File: src/rtl/hilo_ctrl.sv
// HI/LO issue-and-retire controller for the iterative multiply/divide unit.
// Optional divide-by-zero bypass is compiled in with HILO_DIV0_BYPASS_EN.
module hilo_ctrl #(
   parameter logic [31:0] DIV0_LO = 32'hFFFF_FFFF
) (
   input  logic        clk,
   input  logic        rst_n,
   input  logic        req_valid,
   input  logic [2:0]  req_op,
   input  logic [31:0] req_rs,
   input  logic [31:0] req_rt,
   output logic        req_ready,
   output logic        rd_valid,
   output logic [31:0] rd_data,
   output logic        busy,
   output logic        div0,
   output logic        md_enable,
   output logic [1:0]  md_operation,
   output logic [31:0] md_value_1,
   output logic [31:0] md_value_2,
   input  logic [63:0] md_out,
   input  logic        md_in_operation
);

   typedef enum logic [1:0] {
      IDLE  = 2'd0,
      ISSUE = 2'd1,
      WAIT  = 2'd2
   } state_t;

   state_t      state_q;
   logic [31:0] hi_q;
   logic [31:0] lo_q;
   logic        rd_valid_q;
   logic [31:0] rd_data_q;
   logic        div0_q;
   logic        md_enable_q;
   logic [1:0]  md_operation_q;
   logic [31:0] md_value_1_q;
   logic [31:0] md_value_2_q;
   logic        div0_hit_s;

   // A zero divisor on DIV/DIVU is resolved locally only when the bypass is built in.
`ifdef HILO_DIV0_BYPASS_EN
   assign div0_hit_s = req_op[1] & ~req_op[2] & (req_rt == 32'd0);
`else
   assign div0_hit_s = 1'b0;
`endif

   assign req_ready = (state_q == IDLE);
   assign busy      = (state_q != IDLE);

   // Controller FSM, HI/LO architectural state and all registered outputs.
   always_ff @(posedge clk or negedge rst_n) begin
      if (!rst_n) begin
         state_q        <= IDLE;
         hi_q           <= 32'd0;
         lo_q           <= 32'd0;
         rd_valid_q     <= 1'b0;
         rd_data_q      <= 32'd0;
         div0_q         <= 1'b0;
         md_enable_q    <= 1'b0;
         md_operation_q <= 2'd0;
         md_value_1_q   <= 32'd0;
         md_value_2_q   <= 32'd0;
      end else begin
         rd_valid_q  <= 1'b0;
         div0_q      <= 1'b0;
         md_enable_q <= 1'b0;
         case (state_q)
            IDLE: begin
               if (req_valid) begin
                  case (req_op)
                     3'd0, 3'd1, 3'd2, 3'd3: begin
                        if (div0_hit_s) begin
                           hi_q   <= req_rs;
                           lo_q   <= DIV0_LO;
                           div0_q <= 1'b1;
                        end else begin
                           md_value_1_q   <= req_rs;
                           md_value_2_q   <= req_rt;
                           md_operation_q <= req_op[1:0];
                           md_enable_q    <= 1'b1;
                           state_q        <= ISSUE;
                        end
                     end
                     3'd4: hi_q <= req_rs;
                     3'd5: lo_q <= req_rs;
                     3'd6: begin
                        rd_data_q  <= hi_q;
                        rd_valid_q <= 1'b1;
                     end
                     3'd7: begin
                        rd_data_q  <= lo_q;
                        rd_valid_q <= 1'b1;
                     end
                     default: state_q <= IDLE;
                  endcase
               end
            end
            // The unit raises its busy flag only after sampling enable, so ISSUE never looks at it.
            ISSUE: state_q <= WAIT;
            WAIT: begin
               if (!md_in_operation) begin
                  hi_q    <= md_out[63:32];
                  lo_q    <= md_out[31:0];
                  state_q <= IDLE;
               end
            end
            default: state_q <= IDLE;
         endcase
      end
   end

   assign rd_valid     = rd_valid_q;
   assign rd_data      = rd_data_q;
   assign div0         = div0_q;
   assign md_enable    = md_enable_q;
   assign md_operation = md_operation_q;
   assign md_value_1   = md_value_1_q;
   assign md_value_2   = md_value_2_q;

endmodule

File: config.mk
export PLATFORM = sky130hd
export DESIGN_NAME = hilo_ctrl
export DESIGN_NICKNAME = d
export VERILOG_FILES = /design/src/rtl/hilo_ctrl.sv
export SDC_FILE = /design/constraint.sdc
export NUM_CORES = 1
export LEC_CHECK = 0
export CAP_MARGIN = 10
export CORE_ASPECT_RATIO = 0.6
export CORE_MARGIN = 3
export CORE_UTILIZATION = 42
export CTS_BUF_LIST = sky130_fd_sc_hd__clkbuf_16
export DETAILED_ROUTE_END_ITERATION = 10
export GPL_TIMING_DRIVEN = 0
export HOLD_SLACK_MARGIN = 0.02
export PLACE_DENSITY = 0.74
export RECOVER_POWER = 100
export SLEW_MARGIN = 20
export SYNTH_ARGS = -nofsm -noshare
export SYNTH_HDL_FRONTEND = slang
export SYNTH_SLANG_ARGS = --single-unit
File: constraint.sdc
create_clock -name clk -period 1.8 [get_ports clk]
set_input_delay 0.27 -clock clk [delete_from_list [all_inputs] [get_ports clk]]
set_output_delay 0.27 -clock clk [all_outputs]
set_load 0.01 [all_outputs]
## Word-level counts from Yosys, hierarchy flattened

Index checks and enable logic that the tools add are counted.

- Output and inout bits: 103
- Bits of input ports: 135
- Word-level logic and storage cells: 54
- Register bits: 166

- Reduce and logical (&&, ||, !) cells: 12
- Multiplexer cells: 19
- Equality and inequality tests: 14

Operators by type and width:

| operator | number |
|---|---|
| $mux 32 | 6 |
| $pmux 32 s2 | 3 |
| $eq 3x3->1 const B | 4 |
| $reduce_and 3->1 | 3 |
| $reduce_and 4->1 | 2 |
| $eq 3x2->1 const B | 2 |
| $mux 1 | 6 |
| $mux 2 | 3 |
| $ne 2x1->1 const B | 3 |
| $pmux 2 s3 | 1 |
| $reduce_bool 2->1 | 3 |
| $ne 2x2->1 const B | 2 |
| $reduce_or 4->1 | 1 |
| $eq 3x1->1 const B | 1 |
| $logic_not 3->1 | 1 |
| $eq 2x1->1 const B | 1 |
| $eq 2x2->1 const B | 1 |
| $logic_not 2->1 | 1 |
| $reduce_or 2->1 | 1 |

## Depth between registers and ports, before layout

Gate-level depths: netlist (run 1).

- Depth in word-level cells: 5
- Mapped depth: 5
- Gate-level depth less buffers: 3

## Least setup slack after synthesis (run 1)

Ideal clock, no wire load.

- Path kind: register to register
- Start point: register state_q[1]
- End point: register lo_q[0]
- Arrival time: 1.632 ns
- Buffers on the path: 1
- Library setup time: 0.125 ns
- Stages on the path, launching flop included: 5
- Period minus slack after synthesis: 1.757 ns
- Slack: 0.043 ns
- Cell sequence: dfrtp_1 -> nand2b_1 -> a221oi_2 -> buf_2 -> mux2_2

- Word-level cells in the longest chain between the ends: 3
- Elaborated cells on any way between the ends: 8
- Classes of those cells: eq/ne: 4; mux: 1; reduce/logical: 3

RTL lines:

| element | RTL line | text |
|---|---|---|
| start: declaration | 31 | `state_t state_q;` |
| start signal: assignment | 56 | `state_q <= IDLE;` |
| start signal: assignment | 84 | `state_q <= ISSUE;` |
| start signal: assignment | 97 | `default: state_q <= IDLE;` |
| $eq 2x2->1 / $logic_not 2->1 (equally long branches) | 70 | `case (state_q)` |
| $ne 2x2->1 (no source line) (tied with other cells) | - |  |
| $reduce_and 4->1 (no source line) | - |  |
| end signal: assignment | 88 | `3'd5: lo_q <= req_rs;` |
| end signal: assignment | 106 | `lo_q <= md_out[31:0];` |
| end: declaration | 33 | `logic [31:0] lo_q;` |

Parallel ways exist; a longest one is shown, timed or not.
A chain may end at the register's enable or synchronous reset.

## Final worst setup path (run 1)

- Start point: register state_q[0]
- End point: register md_value_1_q[25], in the netlist md_value_1[25]

- Word-level cells in the longest chain between the ends: 2

RTL lines:

| element | RTL line | text |
|---|---|---|
| $logic_not 2->1 | 70 |  |
| $reduce_and 3->1 (no source line) | - |  |
| end signal: assignment | 80 | `md_value_1_q <= req_rs;` |
| end: declaration | 39 | `logic [31:0] md_value_1_q;` |

No other way between the ends.

==> flow_metrics.tcl, run 1 <==
set metrics [dict create \
    clock_path_buffers 2 \
    crit_fanout 10 \
    startpoint_type "flip-flop" \
    fin_total_pwr_mw 15.1 \
    p_int_mw 10.7 \
    ys_top_cells_by_area "dfrtp_1 57%, mux2_2 30%, mux2i_1 4.4%" \
    postSynth.asyncResetShare_pct 100 \
    timing.final.crit_share_pct 101 \
    swShare_pct 29.4 \
    skew_ns 0.00778 \
    dp_hpwl_mm 14.6 \
    grt_max_degree 95 \
    violations "negative setup slack" \
    hold_path_depth 2 \
    vias 5192 \
    mappedNetlistNets 642 \
    dr.pass1.iters 4 \
    power.density_nw_per_um2 1350 \
    utilization_pct 67.4 \
    p_sw_mw 4.45 \
    synth_largest_area_cell "dfrtp_1" \
    p_clk_share_pct 22.9 \
    ys_top_cells_by_count "194 x mux2_2, 166 x dfrtp_1, 37 x inv_1, 32 x mux2i_1, 32 x o22ai_1" \
    diodes 0 \
    r2r_end "md_value_1[25]" \
    io_buffers 236 \
    cts_made_buffers 17 \
    htreeDepth 4 \
    layout.nets 924 \
    dieWidth_um 176 \
    syn_to_final_growth_pct 53.6 \
    crit_type "reg2reg" \
    synth_ff_type "dfrtp_1" \
    dr.first_iter.drc_count 197 \
    p_leak_nw 4.97 \
    seqPwrFrac_pct 40.4 \
    grtUsageTotal_pct 21.8 \
    ys_warn_count 0 \
    cts_tree "yes" \
    hold_class "in2reg" \
    vdd_drop_max_mv 0.691 \
    syn_area_um2 7280 \
    gp_congestion 0.796 \
    path_clk_slew_ns 0.06 \
    grt_first_pass_wirelength_mm 31.7 \
    synth_most_common_cell "mux2_2" \
    postSynthAreaPerCell_um2 14.4 \
    ys_seq_elements 166 \
    dieArea_um2 19000 \
    post-route-drc-count 0 \
    end_kind "flip-flop" \
    yosysTopAreaCellShare_pct 57.1 \
    fmax_mhz 553 \
    rrSetupSlack_ns -0.01 \
    grt_pass1_vias 5655 \
    seq_area_frac_synth_pct 57.1 \
    pwr-share-comb_pct 36.7 \
    final_max_slew_viol_count 0 \
    synth_edf_count 0 \
    worstMarginPinSlew_ns 1.03 \
    wl_mm 21.4 \
    rsz0062_at_grt "yes" \
    fp.dieH_um 108 \
    wl_per_cell_um 20.8 \
    pin_count 238 \
    drive_above_1_share_pct 35.7 \
    via_per_inst 5.04 \
    start_util_pct 43.9 \
    clk_latency_ns 0.43 \
    maxCapViolCount 0 \
    row_count 36 \
    core_um2 16600 \
    startpoint "state_q[0]" \
    worstPathArrival_ns 2.11 \
    worst_slack_ns -0.00966 \
    finalHoldViolations 0 \
    setup_viol 3 \
    clock_sinks 166 \
    cp.required_ns 2.10 \
    yosysUniqueCellTypes 22 \
    cts_root_buf "clkbuf_16" \
    min-delay-start "req_op[1]" \
    crit_end "md_value_1[25]" \
    timing.final.crit_period_ns 1.81 \
    antenna_found_initial 0 \
    syn_inst 507 \
    reg2regPathDepth 5 \
    slew_headroom_pct 31.2 \
    r2r_start "state_q[0]" \
    status "complete, but fails checks" \
    grt_overflow 0 \
    antenna_left 0 \
]
==> per-stage QoR <==
stage | instances | hold slack (ns) | setup WS, ns | TNS [ns] | instance area (um2)
floorplan | 507 | -0.0256 | 0.0434 | 0 | 7280
global placement | 971 | 0.488 | -6.02 | -1074.13 | 9930
detailed placement | 972 | 0.272 | -0.675 | -84.74 | 9960
CTS | 1019 | 0.281 | -0.00765 | -0.0205 | 10800
global route | 1030 | 0.305 | -0.0783 | -4.70 | 11200
finish | 1030 | 0.266 | -0.00966 | -0.0148 | 11200
==> flip-flops by register name, summed over array words and instances, names as in the netlist <==
signal,flops
state_q,2
rd_valid,1
md_enable,1
rd_data,32
md_operation,2
md_value_2,32
md_value_1,32
lo_q,32
hi_q,32
==> placed cells by master, fill, tap and decap left out, types with 6 or more instances in the layout <==
| master | n |
|---|---|
| clkdlybuf4s50_1 | 230 |
| dfrtp_1 | 165 |
| mux2_2 | 144 |
| mux2_4 | 50 |
| inv_1 | 37 |
| o22ai_1 | 32 |
| mux2i_1 | 32 |
| buf_4 | 22 |
| clkbuf_16 | 20 |
| buf_6 | 12 |
| buf_12 | 6 |
==> power by group through the flow <==
stage	Clock, mW	Sequential [mW]	Combinational [mW]
2_1_floorplan	0	6.33	2.04
3_3_place_gp	0	6.02	4.82
3_5_place_dp	0	6.12	4.94
4_1_cts	3.53	6.08	5.11
5_1_grt	3.68	6.31	5.94
6_report	3.46	6.12	5.56
==> logic make-up after synthesis <==
kind of cell | after synthesis | share of synthesized area, %
compound gates | 35 | 3.39
buf+inv | 68 | 3.99
flops | 166 | 57.1
mux | 226 | 34.4
other cells | 1 | 0.0515
simple gates | 11 | 1.08
==> critical path: stages (launching register included) <==
cell and delay, ns:
dfrtp_1 0.48, buf_4 0.19, nor4b_4 0.25, buf_4 0.19, buf_4 0.21, mux2_2 0.37
==> layer usage <==
metal  share of wire [%]  wire length [um]  global-route usage [%]
met3                 6.6              1410                    6.07
met2                  46              9780                    34.9
met1                  47             10000                    29.9
met4                 1.1               230                    5.19
met5                   0                 0                       0
==> worst min path at each step <==
stage	endpoint	slack, ns
finish	md_operation[1]	0.27
global route	md_operation[1]	0.31
CTS	state_q[0]	0.28
detailed placement	md_value_1[29]	0.27
global placement	md_value_1[1]	0.49
floorplan	hi_q[0]	-0.03
==> layout make-up <==
cell class                 count  area, um2
timing repair buffer         263       2660
clock buffer                  17        425
sequential                   166       4160
multi-input combinational    273       3070
buffer                        31        312
clock inverter                15        131
fill                        1239       5400
inverter                      37        139
tap                          228        285
==> what timing repair did <==
action                                 in CTS  in global routing
buffers inserted                           12                  8
setup endpoints to repair                 132                133
cloned                                      2                  3
hold buffers                                1                  0
pin swaps                                   3                  2
endpoints found under the hold margin      72                  0
resized for setup                          52                 80
(Power assumes the default switching activity.)
==> run 2: changes to the inputs <==
--- a/config.mk
+++ b/config.mk
@@ -11,7 +11,6 @@
 export CORE_UTILIZATION = 42
 export CTS_BUF_LIST = sky130_fd_sc_hd__clkbuf_16
 export DETAILED_ROUTE_END_ITERATION = 10
-export GPL_TIMING_DRIVEN = 0
 export HOLD_SLACK_MARGIN = 0.02
 export PLACE_DENSITY = 0.74
 export RECOVER_POWER = 100
==> flow_metrics.tcl, run 2 (synthesized netlist as in run 1, its figures left out) <==
set metrics [dict create \
    r2r_start "state_q[1]" \
    final_area_um2 11000 \
    dieWidth_um 176 \
    drive_above_1_share_pct 34.6 \
    crit_type "reg2reg" \
    cts_tree "yes" \
    maxCapViolCount 0 \
    dp_slack_ns -0.428 \
    grt_overflow 0 \
    max_stage_delay_ns 0.45 \
    dieArea_um2 19000 \
    p_int_mw 10.6 \
    pin_count 238 \
    vdd_drop_max_mv 0.647 \
    seqPwrFrac_pct 40.6 \
    final_cell_mix "231 x clkdlybuf4s50_1, 186 x mux2_2, 164 x dfrtp_1" \
    clock_sinks 166 \
    fmax_mhz 564 \
    path_clk_slew_ns 0.07 \
    cp.required_ns 2.10 \
    startpoint_type "flip-flop" \
    fin_tns_setup_ns 0 \
    rrSetupSlack_ns 0.03 \
    critPathTopFamily "flip-flops" \
    end_kind "flip-flop" \
    skew_ns 0.0108 \
    p_leak_nw 4.79 \
    worst_slack_ns 0.0259 \
    timing.final.crit_period_ns 1.77 \
    p_clk_share_pct 25.0 \
    via_per_inst 5.09 \
    mostFrequentLayoutCell "clkdlybuf4s50_1" \
    worstPathArrival_ns 2.07 \
    dr.pass1.iters 4 \
    grt_pass1_vias 5516 \
    startpoint "state_q[1]" \
    rsz0062_at_grt "yes" \
    layout.nets 900 \
    htreeDepth 4 \
    path_buf_inv 2 \
    fin_hold_ws_ns 0.247 \
    io_buffers 236 \
    dp_hpwl_mm 14.1 \
    swShare_pct 29.8 \
    slew_headroom_pct 38.8 \
    cts_root_buf "clkbuf_16" \
    fp.dieH_um 108 \
    slowest_stage "dfrtp_2" \
    grtUsageTotal_pct 21.0 \
    place_area_um2 10100 \
    crit_fanout 16 \
    dr.first_iter.drc_count 205 \
    worstMarginPinSlew_ns 0.917 \
    wl_mm 20.7 \
    row_count 36 \
    start_util_pct 43.9 \
    p_sw_mw 4.50 \
    final_max_slew_viol_count 0 \
    pwr-share-comb_pct 34.4 \
    grt_first_pass_wirelength_mm 31.0 \
    finalHoldViolations 0 \
    post-route-drc-count 0 \
    setup_viol 0 \
    vias 5122 \
    cts_made_buffers 17 \
    timing.final.crit_share_pct 98.6 \
    gp_congestion 0.782 \
    antenna_left 0 \
    clk_latency_ns 0.42 \
    power.density_nw_per_um2 1370 \
    reg2regPathDepth 5 \
    utilization_pct 66.3 \
    syn_to_final_growth_pct 50.9 \
    hold_class "in2async" \
    antenna_found_initial 0 \
    status "completed" \
    core_um2 16600 \
    r2r_end "lo_q[8]" \
    grt_max_degree 68 \
    wl_per_cell_um 20.6 \
    cp_cell_sequence "nand2b_4 > a221oi_4 > buf_6 > buf_16 > mux2_2" \
    clock_path_buffers 2 \
]
## run 2: cell count changes in the layout (fill, tap and decap cells not counted), sizes merged, moves of 2 or more
| cell | before | now |
|---|---|---|
| buf | 47 | 27 |
| inv | 40 | 47 |
| clkinv | 6 | 1 |
| clkbuf | 28 | 24 |
| clkinvlp | 5 | 2 |
| dlygate4sd2 | 4 | 2 |
## run 2: power groups by stage
| stage | logic, mW | clock network [mW] | registers (mW) |
|---|---|---|---|
| CTS | 5.10 | 3.83 | 6.11 |
| finish | 5.19 | 3.77 | 6.12 |
| global route | 5.57 | 4.01 | 6.31 |
| floorplan | 2.04 | 0 | 6.33 |
| detailed placement | 5.03 | 0 | 6.15 |
| global placement | 4.87 | 0 | 6.04 |
## run 2: worst max path at each step
stage / cells after the start / slack (ns) / to
after floorplan: 4 / 0.04 / lo_q[0]
after detailed placement: 5 / -0.43 / hi_q[17]
final: 5 / 0.03 / lo_q[8]
after CTS: 5 / -0.02 / lo_q[13]
after global placement: 5 / -0.37 / hi_q[7]
after global routing: 6 / -0.02 / hi_q[17]
## run 2: worst register-to-register path: stages, from the launching register on
cell      delay [ns]
dfrtp_2         0.45
nand2b_4        0.19
a221oi_4        0.33
buf_6           0.16
buf_16          0.17
mux2_2          0.35
## run 2: repair_timing
action | in CTS | in global routing
resized for setup | 7 | 21
buffers inserted | 1 | 2
endpoints found under the hold margin | 82 | 0
hold buffers | 1 | 0
pin swaps | 0 | 3
endpoints found under the setup margin | 56 | 113
gates cloned | 1 | 5
## run 2: cell type report
class / count / area (um2)
diodes: 1 / 2.50
clock buffers: 17 / 425
clock inverters: 15 / 181
fillers: 1212 / 5590
inverters: 37 / 139
multi-input cells: 273 / 2920
flip-flops and latches: 166 / 4160
well taps: 228 / 285
repair buffers: 270 / 2880
## run 2: stage by stage
| step | instances | power [mW] |
|---|---|---|
| final | 1007 | 15.1 |
| after global routing | 1006 | 15.9 |
| after CTS | 999 | 15.0 |
| after detailed placement | 964 | 11.2 |
| after global placement | 964 | 10.9 |
| after floorplan | 507 | 8.37 |
## run 2: per-layer routing
| layer | vias up | track usage, % | routed length [um] |
|---|---|---|---|
| li1 | 2323 | - | - |
| met1 | 2598 | 28.2 | 9400 |
| met2 | 191 | 33.3 | 9620 |
| met3 | 10 | 7.89 | 1580 |
| met4 | 0 | 3.61 | 125 |
| met5 | - | 0 | 0 |
